### config.mk
export PLATFORM = sky130hd
export DESIGN_NAME = vdp_layer_split_scheduler
export DESIGN_NICKNAME = d
export VERILOG_FILES = /design/src/rtl/vdp_layer_split_scheduler.sv
export SDC_FILE = /design/constraint.sdc
export NUM_CORES = 1
export LEC_CHECK = 0
export CORE_MARGIN = 2
export CORE_UTILIZATION = 32
export CTS_CLUSTER_SIZE = 28
export DETAILED_ROUTE_END_ITERATION = 6
export HOLD_SLACK_MARGIN = 0.02
export PLACE_DENSITY_LB_ADDON = 0.05
export SETUP_SLACK_MARGIN = 0.3
export SLEW_MARGIN = 20
export SYNTH_ARGS = -nofsm -noshare
export SYNTH_HDL_FRONTEND = slang
export SYNTH_SLANG_ARGS = --single-unit
### constraint.sdc
create_clock -name clk -period 6.5 [get_ports clk]
set_input_delay 1.3 -clock clk [delete_from_list [all_inputs] [get_ports clk]]
set_output_delay 1.3 -clock clk [all_outputs]
set_load 0.02 [all_outputs]
### src/rtl/vdp_layer_split_scheduler.sv
// vdp_layer_split_scheduler: per-scanline layer_enable/layer_mask from a double-buffered raster-split table
// Ports: clk/reset (sync, active-high); base_* and split_* write the pending config;
// frame_start commits pending to active; line_start/raster_y trigger a table scan;
// layer_enable/layer_mask feed priority compute; busy, split_hit(_index) and sticky overrun report status.
module vdp_layer_split_scheduler #(
  parameter int ENTRIES   = 4,
  parameter int LINE_BITS = 9
) (
  input  logic                       clk,
  input  logic                       reset,
  input  logic                       base_write_en,
  input  logic [4:0]                 base_enable,
  input  logic [4:0]                 base_mask,
  input  logic                       split_write_en,
  input  logic [$clog2(ENTRIES)-1:0] split_index,
  input  logic                       split_valid,
  input  logic [LINE_BITS-1:0]       split_line,
  input  logic [4:0]                 split_enable,
  input  logic [4:0]                 split_mask,
  input  logic                       frame_start,
  input  logic                       line_start,
  input  logic [LINE_BITS-1:0]       raster_y,
  output logic [4:0]                 layer_enable,
  output logic [4:0]                 layer_mask,
  output logic                       busy,
  output logic                       split_hit,
  output logic [$clog2(ENTRIES)-1:0] split_hit_index,
  output logic                       overrun
);
  localparam int IW = $clog2(ENTRIES);
  typedef enum logic [1:0] {IDLE, SCAN, APPLY} state_t;
  typedef struct packed {
    logic                 v;
    logic [LINE_BITS-1:0] line;
    logic [4:0]           en;
    logic [4:0]           mask;
  } entry_t;
  state_t state, state_n;
  entry_t pend [ENTRIES];
  entry_t act [ENTRIES];
  logic [4:0] base_en, base_msk;
  logic [IW-1:0] idx, hit_idx;
  logic [LINE_BITS-1:0] y_lat;
  logic hit, last, entry_hit;
  assign busy = state != IDLE;
  assign last = idx == IW'(ENTRIES - 1);
  assign entry_hit = act[idx].v && act[idx].line == y_lat;
  // line_start always (re)starts a scan; frame_start aborts any scan in flight
  always_comb begin
    state_n = line_start ? SCAN :
              frame_start ? IDLE :
              (state == SCAN && last) ? APPLY :
              state == APPLY ? IDLE : state;
  end
  always_ff @(posedge clk) begin
    if (reset) state <= IDLE;
    else state <= state_n;
  end
  always_ff @(posedge clk) begin
    if (reset) begin
      for (int i = 0; i < ENTRIES; i++) begin
        pend[i] <= '0;
        act[i]  <= '0;
      end
      base_en         <= '0;
      base_msk        <= '1;
      layer_enable    <= '0;
      layer_mask      <= '1;
      idx             <= '0;
      hit_idx         <= '0;
      y_lat           <= '0;
      hit             <= 1'b0;
      split_hit       <= 1'b0;
      split_hit_index <= '0;
      overrun         <= 1'b0;
    end else begin
      split_hit <= 1'b0;
      if (base_write_en) begin
        base_en  <= base_enable;
        base_msk <= base_mask;
      end
      if (split_write_en) pend[split_index] <= {split_valid, split_line, split_enable, split_mask};
      // the commit reads pending as held before this edge, so same-cycle writes wait a frame
      if (frame_start) begin
        act          <= pend;
        layer_enable <= base_en;
        layer_mask   <= base_msk;
      end else if (state == APPLY && hit && !line_start) begin
        layer_enable    <= act[hit_idx].en;
        layer_mask      <= act[hit_idx].mask;
        split_hit       <= 1'b1;
        split_hit_index <= hit_idx;
      end
      if (line_start) begin
        overrun <= overrun | busy;
        y_lat   <= raster_y;
        idx     <= '0;
        hit     <= 1'b0;
      end else if (state == SCAN) begin
        idx <= idx + 1'b1;
        if (entry_hit) begin
          hit     <= 1'b1;
          hit_idx <= idx;
        end
      end
    end
  end
endmodule
Word level (Yosys, flattened, before mapping)
Cells that the tools add are included.
{ "word_totals": {"output_inout_bits": 15, "register_bits": 200, "input_bits": 47, "word_cells": 94} }
{ "op_classes": {"bitwise": 6, "muxes": 18, "reduce_logical": 16, "add_sub_neg": 1, "magnitude_cmp": 4, "n_eq_ne": 4} }
{ "ops": {"columns": ["operator", "n"], "rows": [
  ["$bmux W20 S2", 2],
  ["$bwmux W80", 1],
  ["$mux W20", 3],
  ["$demux W20 S2", 1],
  ["$mux W10", 2],
  ["$mux W5", 4],
  ["$eq A9 B9 Y1", 1],
  ["$ge A3 B3 Y1 const B", 3],
  ["$not A2 Y3", 3],
  ["$reduce_bool A2 Y1", 3],
  ["$logic_and A1 B1 Y1", 5],
  ["$eq A2 B2 Y1 const B", 2],
  ["$mux W2", 2],
  ["$reduce_and A2 Y1", 2],
  ["$reduce_bool A4 Y1", 1],
  ["$reduce_or A2 Y1", 2],
  ["$lt A3 B1 Y1 const B", 1],
  ["$mux W1", 3],
  ["$reduce_and A3 Y1", 1],
  ["$reduce_or A3 Y1", 1],
  ["$add A2 B1 Y2 const B", 1],
  ["$eq A2 B1 Y1 const B", 1],
  ["$not A1 Y1", 2],
  ["$logic_not A1 Y1", 1],
  ["$or A1 B1 Y1", 1]
]} }

Longest topological paths before layout
Gate-level depths: netlist (run 1).
{ "depth": {"ltp_word": 7, "depth_mapped": 8, "mapped_depth_nobuf": 6} }

Least setup slack after synthesis (run 1)
Ideal clock, no wire load.
{ "synth_path": {"path_kind": "input-to-reg", "from": "in line_start", "to": "reg split_hit_index[0]", "setup_slack_ns": 3.576, "path_stages": 6, "t_required_ns": 6.372, "setup_time_ns": 0.128, "path_buffers": 2, "arrival_ns": 2.797, "path_cell_list": "clkbuf_1 -> nor4bb_1 -> buf_2 -> and2_1 -> mux2i_1 -> nor2_1"} }
{ "synth_via": {"elab_chain_len": 3} }
{ "synth_rtl": {"columns": ["item", "line", "text"], "rows": [
  ["start: declaration", "21", "input logic line_start,"],
  ["$logic_not A1 Y1", "88", "end else if (state == APPLY && hit && !line_start) begin"],
  ["$logic_and A1 B1 Y1", "88", null],
  ["$reduce_and A2 Y1 (no line)", null, null],
  ["end signal: assignment", "92", "split_hit_index <= hit_idx;"],
  ["end: declaration", "27", "output logic [$clog2(ENTRIES)-1:0] split_hit_index,"]
]} }
Every way passes these cells.
A chain may end at the register's enable or synchronous reset.

Worst setup path after layout (run 1)
Same ends and word-level chain as after synthesis.

==> results of run 1 <==
## layer usage
layer | share of wire | up-vias | wire length (µm) | track usage
met3 | 0.043 | 6 | 851 | 0.0322
met2 | 0.42 | 104 | 8440 | 0.227
met5 | 0 | - | 0 | 0
met1 | 0.53 | 2779 | 10500 | 0.236
li1 | - | 2876 | - | -
met4 | 0.0056 | 0 | 111 | 0.0369
## cell usage in the layout (no fill, tap or decap), drive strengths merged, types with 2 or more instances in the layout
cell type | synthesis | routed
inv | 3 | 14
clkbuf | 43 | 17
nand3 | 3 | 3
mux2i | 124 | 124
o21ai | 5 | 5
nand2 | 167 | 167
nor2 | 113 | 113
mux4 | 12 | 12
buf | 15 | 12
clkinvlp | 0 | 2
a211o | 6 | 6
and3 | 2 | 2
clkinv | 0 | 2
xor2 | 4 | 4
xnor2 | 6 | 6
a21oi | 87 | 87
nor3 | 5 | 5
or2 | 2 | 2
nor2b | 6 | 6
dfxtp | 200 | 200
o21a | 3 | 3
nand2b | 8 | 8
clkdlybuf4s50 | 0 | 59
mux2 | 2 | 2
nor3b | 2 | 2
## logic make-up after synthesis
| logic type | after synthesis | share of synthesized area |
|---|---|---|
| compound gates | 111 | 0.0802 |
| xor+xnor | 10 | 0.0112 |
| fa+ha+maj | 1 | 0.00160 |
| buf+inv | 61 | 0.0321 |
| flops | 200 | 0.513 |
| mux | 138 | 0.198 |
| simple gates | 315 | 0.164 |
## sequential cells by signal (all words and copies together), names as in the netlist, 2 cells and up
register	count
act	80
base_en	5
split_hit_index	2
y_lat	9
hit_idx	2
layer_mask	5
base_msk	5
pend	80
idx	2
layer_enable	5
state	2
## worst max-delay path: cells and delay by family
family        cells  cell delay, ns
buf+inv           2            0.62
simple gates      3            1.20
mux               1            0.19
## synthesized netlist by cell type (2+ instances only)
| library cell | instances |
|---|---|
| sky130_fd_sc_hd__inv_1 | 3 |
| sky130_fd_sc_hd__or2_2 | 2 |
| sky130_fd_sc_hd__o21a_1 | 3 |
| sky130_fd_sc_hd__mux2i_1 | 124 |
| sky130_fd_sc_hd__nor3b_1 | 2 |
| sky130_fd_sc_hd__buf_2 | 2 |
| sky130_fd_sc_hd__nand3_1 | 3 |
| sky130_fd_sc_hd__nor2_1 | 113 |
| sky130_fd_sc_hd__xor2_1 | 4 |
| sky130_fd_sc_hd__buf_1 | 11 |
| sky130_fd_sc_hd__dfxtp_1 | 200 |
| sky130_fd_sc_hd__xnor2_1 | 6 |
| sky130_fd_sc_hd__mux4_1 | 2 |
| sky130_fd_sc_hd__o21ai_0 | 5 |
| sky130_fd_sc_hd__clkbuf_1 | 43 |
| sky130_fd_sc_hd__nor2b_1 | 6 |
| sky130_fd_sc_hd__nand2_1 | 167 |
| sky130_fd_sc_hd__mux4_2 | 10 |
| sky130_fd_sc_hd__mux2_2 | 2 |
| sky130_fd_sc_hd__a211o_1 | 6 |
| sky130_fd_sc_hd__a21oi_1 | 87 |
| sky130_fd_sc_hd__nor3_1 | 5 |
| sky130_fd_sc_hd__and3_1 | 2 |
| sky130_fd_sc_hd__nand2b_1 | 8 |
## worst paths after layout
kind	to	cells past startpoint
max reg2reg	hit_idx[1]$_SDFFE_PP0P_	7
max	split_hit_index[0]$_SDFFE_PP0P_	6
min reg2reg	pend[57]$_SDFFE_PP0P_	2
min	pend[57]$_SDFFE_PP0P_	2
## cell type report
type | count | area share
flip-flops and latches | 200 | 0.433
multi-input cells | 575 | 0.385
repair buffers | 71 | 0.0744
clock buffers | 17 | 0.0460
well taps | 324 | 0.0438
clock inverters | 15 | 0.0161
inverters | 3 | 0.00122
## per-stage QoR
| step | power (W) | util | instance area [µm²] | hold WS, ns | std cells |
|---|---|---|---|---|---|
| 2_1_floorplan | 0.00142 | - | 7800 | 0.432 | 836 |
| 3_3_place_gp | 0.00150 | 0.360 | 8670 | 0.441 | 1173 |
| 3_5_place_dp | 0.00150 | 0.360 | 8670 | 0.448 | 1173 |
| 4_1_cts | 0.00254 | 0.384 | 9250 | 0.459 | 1205 |
| 5_1_grt | 0.00261 | 0.384 | 9250 | 0.472 | 1205 |
| 6_report | 0.00251 | 0.384 | 9250 | 0.457 | 1205 |
## power by group through the flow
stage | logic (W) | registers, W | clock network [W]
after floorplan | 0.000114 | 0.00131 | 0
after global placement | 0.000186 | 0.00131 | 0
after detailed placement | 0.000190 | 0.00131 | 0
after CTS | 0.000191 | 0.00128 | 0.00107
after global routing | 0.000207 | 0.00129 | 0.00112
final | 0.000189 | 0.00128 | 0.00104
==> out/metrics.cfg, run 1 <==
[run_status]
status=completed

[sta]
final-max-slew-violation-count=0
crit_share_post_route=0.467
min_period_ns=3.04
slew_headroom=0.385
maxClockFrequency_ghz=0.329
fin_ws_ns=3.46
final_setup_vio_count=0
grt_setup_unrepaired=false
timing.clock.skew_ns=0.0162
finalHoldViolCount=0
setup_total_negative_slack_ns=0
timing_worst_slew_pin_value_ns=0.922

[synth]
avgSynthCellArea_um2=9.33
synth_seq_area_share=0.513
netlist.area_leader.share=0.513
syn_nets=884
synth_cells=836
synth_warnings=0
post-synth-top-area-cell=sky130_fd_sc_hd__dfxtp_1
netlist-cell-type-count=44
number_of_synthesized_register_bits=200
synth-edff-count=0
synth.cell_area_um2=7800
synth_area_leaders=sky130_fd_sc_hd__dfxtp_1, sky130_fd_sc_hd__mux2i_1, sky130_fd_sc_hd__nand2_1
async_reset_ff_frac=0
synth_ff_type=sky130_fd_sc_hd__dfxtp_1

[routing]
drtAntennaViolNets=0
initial_drt_pass_iterations=5
initialDrtViolationCount=363
vias_per_cell=4.78
sum_of_routed_wire_length_over_all_layers_um=19900
overall_via_count_from_detail_route=5765
avgRoutedWirePerCell_um=16.5
remaining_drc_errors=0

[cts]
worst_setup_hold_path_clk_slew_ns=0.08
post_cts.resized_instances=0
cts_inserted_buffers=17
insertion_delay_ns=0.43
clock_tree_from_tritoncts=yes
cts_root_buffer=sky130_fd_sc_hd__clkbuf_16
h-tree-depth=4
cts_sinks=200
post-cts-setup-buffer-count=0
holdBufCountCts=0
clock_path_buffers=2

[final_layout]
num-fill-cells=2464
area.growth.synth_to_final_pct=18.6
diodes=0
layout.area.seq_um2=4010
drive_above_1_share=0.0726
multi_input_comb_area_um2=3570
final_nets=916

[die]
die_height_um=160
fp.dieW_um=160
floorplan.io_pins=62
die_area_um2=25600
initial_core_utilization=0.324
rows=57
core_area_um2=24100

[power]
power_per_cell_area_nw_per_um2=271
p_sw_w=0.000650
intPower_w=0.00186
p_comb_frac=0.075
vdd.ir_drop.worst_uv=145
seqPwrFrac=0.511
sw_frac_of_total=0.259
power.clock.fraction=0.414
cellLeakagePower_nw=3.47

[critical_path]
cpMaxStageDelayCell=sky130_fd_sc_hd__nor4bb_4
r2r_slack_ns=3.98
crit_path_max_fanout=19
critical_path.startpoint=line_start
cp-end-kind=flip-flop
worstSetupPathType=in -> reg
cp_cell_sequence=clkdlybuf4s50_1 -> buf_4 -> nor4bb_4 -> and2_1 -> mux2i_1 -> nor2_1
worstSetupStartpointType=input pin
r2r_start=idx[0]$_SDFFE_PP0P_
worst_path_largest_cell_delay_ns=0.85
critPathRequiredTime_ns=6.79
worst-endpoint-arrival_ns=3.32

[grt]
number_of_global_route_vias_before_repair=5460
grt_pass1_wl_um=31000
initial_antenna_violation_count=0
gr-total-overflow=0
grt_max_degree=114
grt_use_total=0.156

[place]
numPortBuffers=61
placement.setup.worst_slack_ns=2.98
hpwl_um=12100
gp_routability_congestion=0.695

[worst_hold_path]
hold_class=reg -> reg
holdCritStartpoint=pend[57]$_SDFFE_PP0P_

[run]
maximum_capacitance_violations=0

Power figures use the tool's default switching activity.
==> run 2, diff against run 1 <==
==> constraint.sdc (replaced) <==
create_clock -name clk -period 2.7 [get_ports clk]
set_input_delay 0.54 -clock clk [delete_from_list [all_inputs] [get_ports clk]]
set_output_delay 0.54 -clock clk [all_outputs]
set_load 0.02 [all_outputs]
==> run 2 against run 1 <==
Effect of this change: via count down 0.29%; routed wire length is 3.0% higher; final cell count grew 0.58%; global-route usage grew 0.84 points; critical endpoint is now hit_idx[1]$_SDFFE_PP0P_; largest power group unchanged.
==> out/metrics.cfg, run 2 (same netlist as run 1, synthesis figures left out) <==
[run_status]
status=completed

[cts]
holdBufCountCts=0  ; unchanged
cts_sinks=200  ; unchanged
post-cts-setup-buffer-count=0  ; unchanged
cts_inserted_buffers=17  ; unchanged
post_cts.resized_instances=0  ; unchanged
h-tree-depth=4  ; unchanged
cts_root_buffer=sky130_fd_sc_hd__clkbuf_16
clock_tree_from_tritoncts=yes
clock_path_buffers=2  ; unchanged
worst_setup_hold_path_clk_slew_ns=0.07  ; about the same
insertion_delay_ns=0.44  ; about the same

[power]
cellLeakagePower_nw=3.55  ; +2.3%
vdd.ir_drop.worst_uv=316  ; +120%
sw_frac_of_total=0.233  ; -0.0268
power_per_cell_area_nw_per_um2=667  ; +150%
power.clock.fraction=0.433  ; +0.019
p_comb_frac=0.074  ; about the same
p_sw_w=0.00146  ; +120%
seqPwrFrac=0.493  ; -0.018
intPower_w=0.00480  ; +160%

[critical_path]
worst-endpoint-arrival_ns=2.63  ; -0.69 ns
worstSetupPathType=reg -> reg
cp-end-kind=flip-flop
worstSetupStartpointType=flip-flop
crit_path_max_fanout=9  ; -10
critPathRequiredTime_ns=3.06  ; -3.73 ns

[final_layout]
instances_no_fill=1212  ; +0.58%
area.growth.synth_to_final_pct=20.2
drive_above_1_share=0.0777  ; +0.00506
diodes=0  ; unchanged
layout_top_registers=act: 80 flops, pend: 80 flops, y_lat: 9 flops
layout_common_cells=sky130_fd_sc_hd__dfxtp_1, sky130_fd_sc_hd__nand2_1, sky130_fd_sc_hd__mux2i_1
final_nets=924  ; +0.87%
mostFrequentLayoutCell=sky130_fd_sc_hd__dfxtp_1
post-route-util=0.389  ; +0.00529

[die]
die_height_um=160  ; unchanged
initial_core_utilization=0.324  ; unchanged
fp.dieW_um=160  ; unchanged
die_area_um2=25600  ; unchanged
core_area_um2=24100  ; unchanged
floorplan.io_pins=62  ; unchanged
rows=57  ; unchanged

[routing]
remaining_drc_errors=0  ; unchanged
drt-met1-wl_um=10700  ; +2.4%
vias_per_cell=4.74  ; -0.87%
sum_of_routed_wire_length_over_all_layers_um=20500  ; +3.0%
met2_wl_um=8630  ; +2.3%
topRoutingLayerUsed=met4
initial_drt_pass_iterations=4  ; -1
drtAntennaViolNets=0  ; unchanged
avgRoutedWirePerCell_um=16.9  ; +2.4%
met3WireLength_um=889  ; +4.5%
overall_via_count_from_detail_route=5748  ; -0.29%
initialDrtViolationCount=265  ; -27%

[sta]
grt_setup_unrepaired=false
timing_worst_slew_pin_value_ns=0.611  ; -0.311 ns
maxClockFrequency_ghz=0.442
crit_share_post_route=0.838
slew_headroom=0.591  ; +0.207
timing.clock.skew_ns=0.0122  ; -0.00404 ns
final_setup_vio_count=0  ; unchanged
finalHoldViolCount=0  ; unchanged
min_period_ns=2.26
setup_total_negative_slack_ns=0  ; unchanged
final-max-slew-violation-count=0  ; unchanged

[grt]
grt_max_degree=67  ; -41%
initial_antenna_violation_count=0  ; unchanged
number_of_global_route_vias_before_repair=5542  ; +1.5%
grt_use_total=0.165  ; +0.00841
gr-total-overflow=0  ; unchanged
grt_pass1_wl_um=32400  ; +4.6%

[place]
numPortBuffers=61  ; unchanged
hpwl_um=12800  ; +5.9%
dpl.cell_count=1181  ; +0.68%
gp_routability_congestion=0.759  ; +9.2%

[worst_hold_path]
hold_class=reg -> reg

[run]
maximum_capacitance_violations=0  ; unchanged

==> run 2: changes by cell type in the layout (fill, tap and decap cells not counted), moves of 2 or more <==
| cell | delta |
|---|---|
| sky130_fd_sc_hd__buf_4 | +7 |
| sky130_fd_sc_hd__clkinvlp_4 | -2 |
| sky130_fd_sc_hd__clkbuf_8 | +4 |
| sky130_fd_sc_hd__bufinv_16 | +3 |
| sky130_fd_sc_hd__clkinv_2 | +2 |
| sky130_fd_sc_hd__buf_12 | +2 |
| sky130_fd_sc_hd__inv_6 | -4 |
| sky130_fd_sc_hd__inv_8 | -4 |
==> run 2: final timing paths <==
check	cells after the start	slack, ns	from	end
setup / recovery	6	0.44	idx[0]$_SDFFE_PP0P_	hit_idx[1]$_SDFFE_PP0P_
hold / removal	2	0.46	pend[52]$_SDFFE_PP0P_	pend[52]$_SDFFE_PP0P_
setup reg to reg	6	0.44	idx[0]$_SDFFE_PP0P_	hit_idx[1]$_SDFFE_PP0P_
hold reg to reg	2	0.46	pend[52]$_SDFFE_PP0P_	pend[52]$_SDFFE_PP0P_
==> run 2: power groups by stage <==
stage	registers, W	clock network [W]	logic (W)
floorplan	0.00314	0	0.000275
global placement	0.00315	0	0.000459
detailed placement	0.00316	0	0.000469
CTS	0.00309	0.00278	0.000471
global route	0.00310	0.00289	0.000512
finish	0.00309	0.00271	0.000463
==> run 2: final cells by class <==
type                       count  area (µm²)
clock inverter                 9         138
fill                        2424       14700
inverter                       3        11.3
tap                          324         405
clock buffer                  22         484
timing repair buffer          79         769
sequential                   200        4000
multi-input combinational    575        3570
==> run 2: metal layers <==
layer	global-route usage	up-vias
met3	0.0294	15
li1	-	2888
met4	0.0520	0
met1	0.242	2731
met5	0	-
met2	0.245	114
==> run 2: per-stage QoR <==
step	cell area (µm²)	hold slack (ns)	power, W	worst slack (ns)
after floorplan	7800	0.432	0.00342	0.536
after global placement	8760	0.441	0.00361	0.441
after detailed placement	8760	0.448	0.00362	0.443
after CTS	9380	0.457	0.00633	0.436
after global routing	9380	0.476	0.00650	0.347
final	9380	0.455	0.00626	0.437
==> run 2: critical path: stages, from the launching register on <==
cell,delay (ns)
sky130_fd_sc_hd__dfxtp_1,0.33
sky130_fd_sc_hd__buf_4,0.22
sky130_fd_sc_hd__mux4_1,0.59
sky130_fd_sc_hd__xnor2_1,0.23
sky130_fd_sc_hd__o2111ai_2,0.19
sky130_fd_sc_hd__or4b_1,0.49
sky130_fd_sc_hd__a21oi_1,0.15
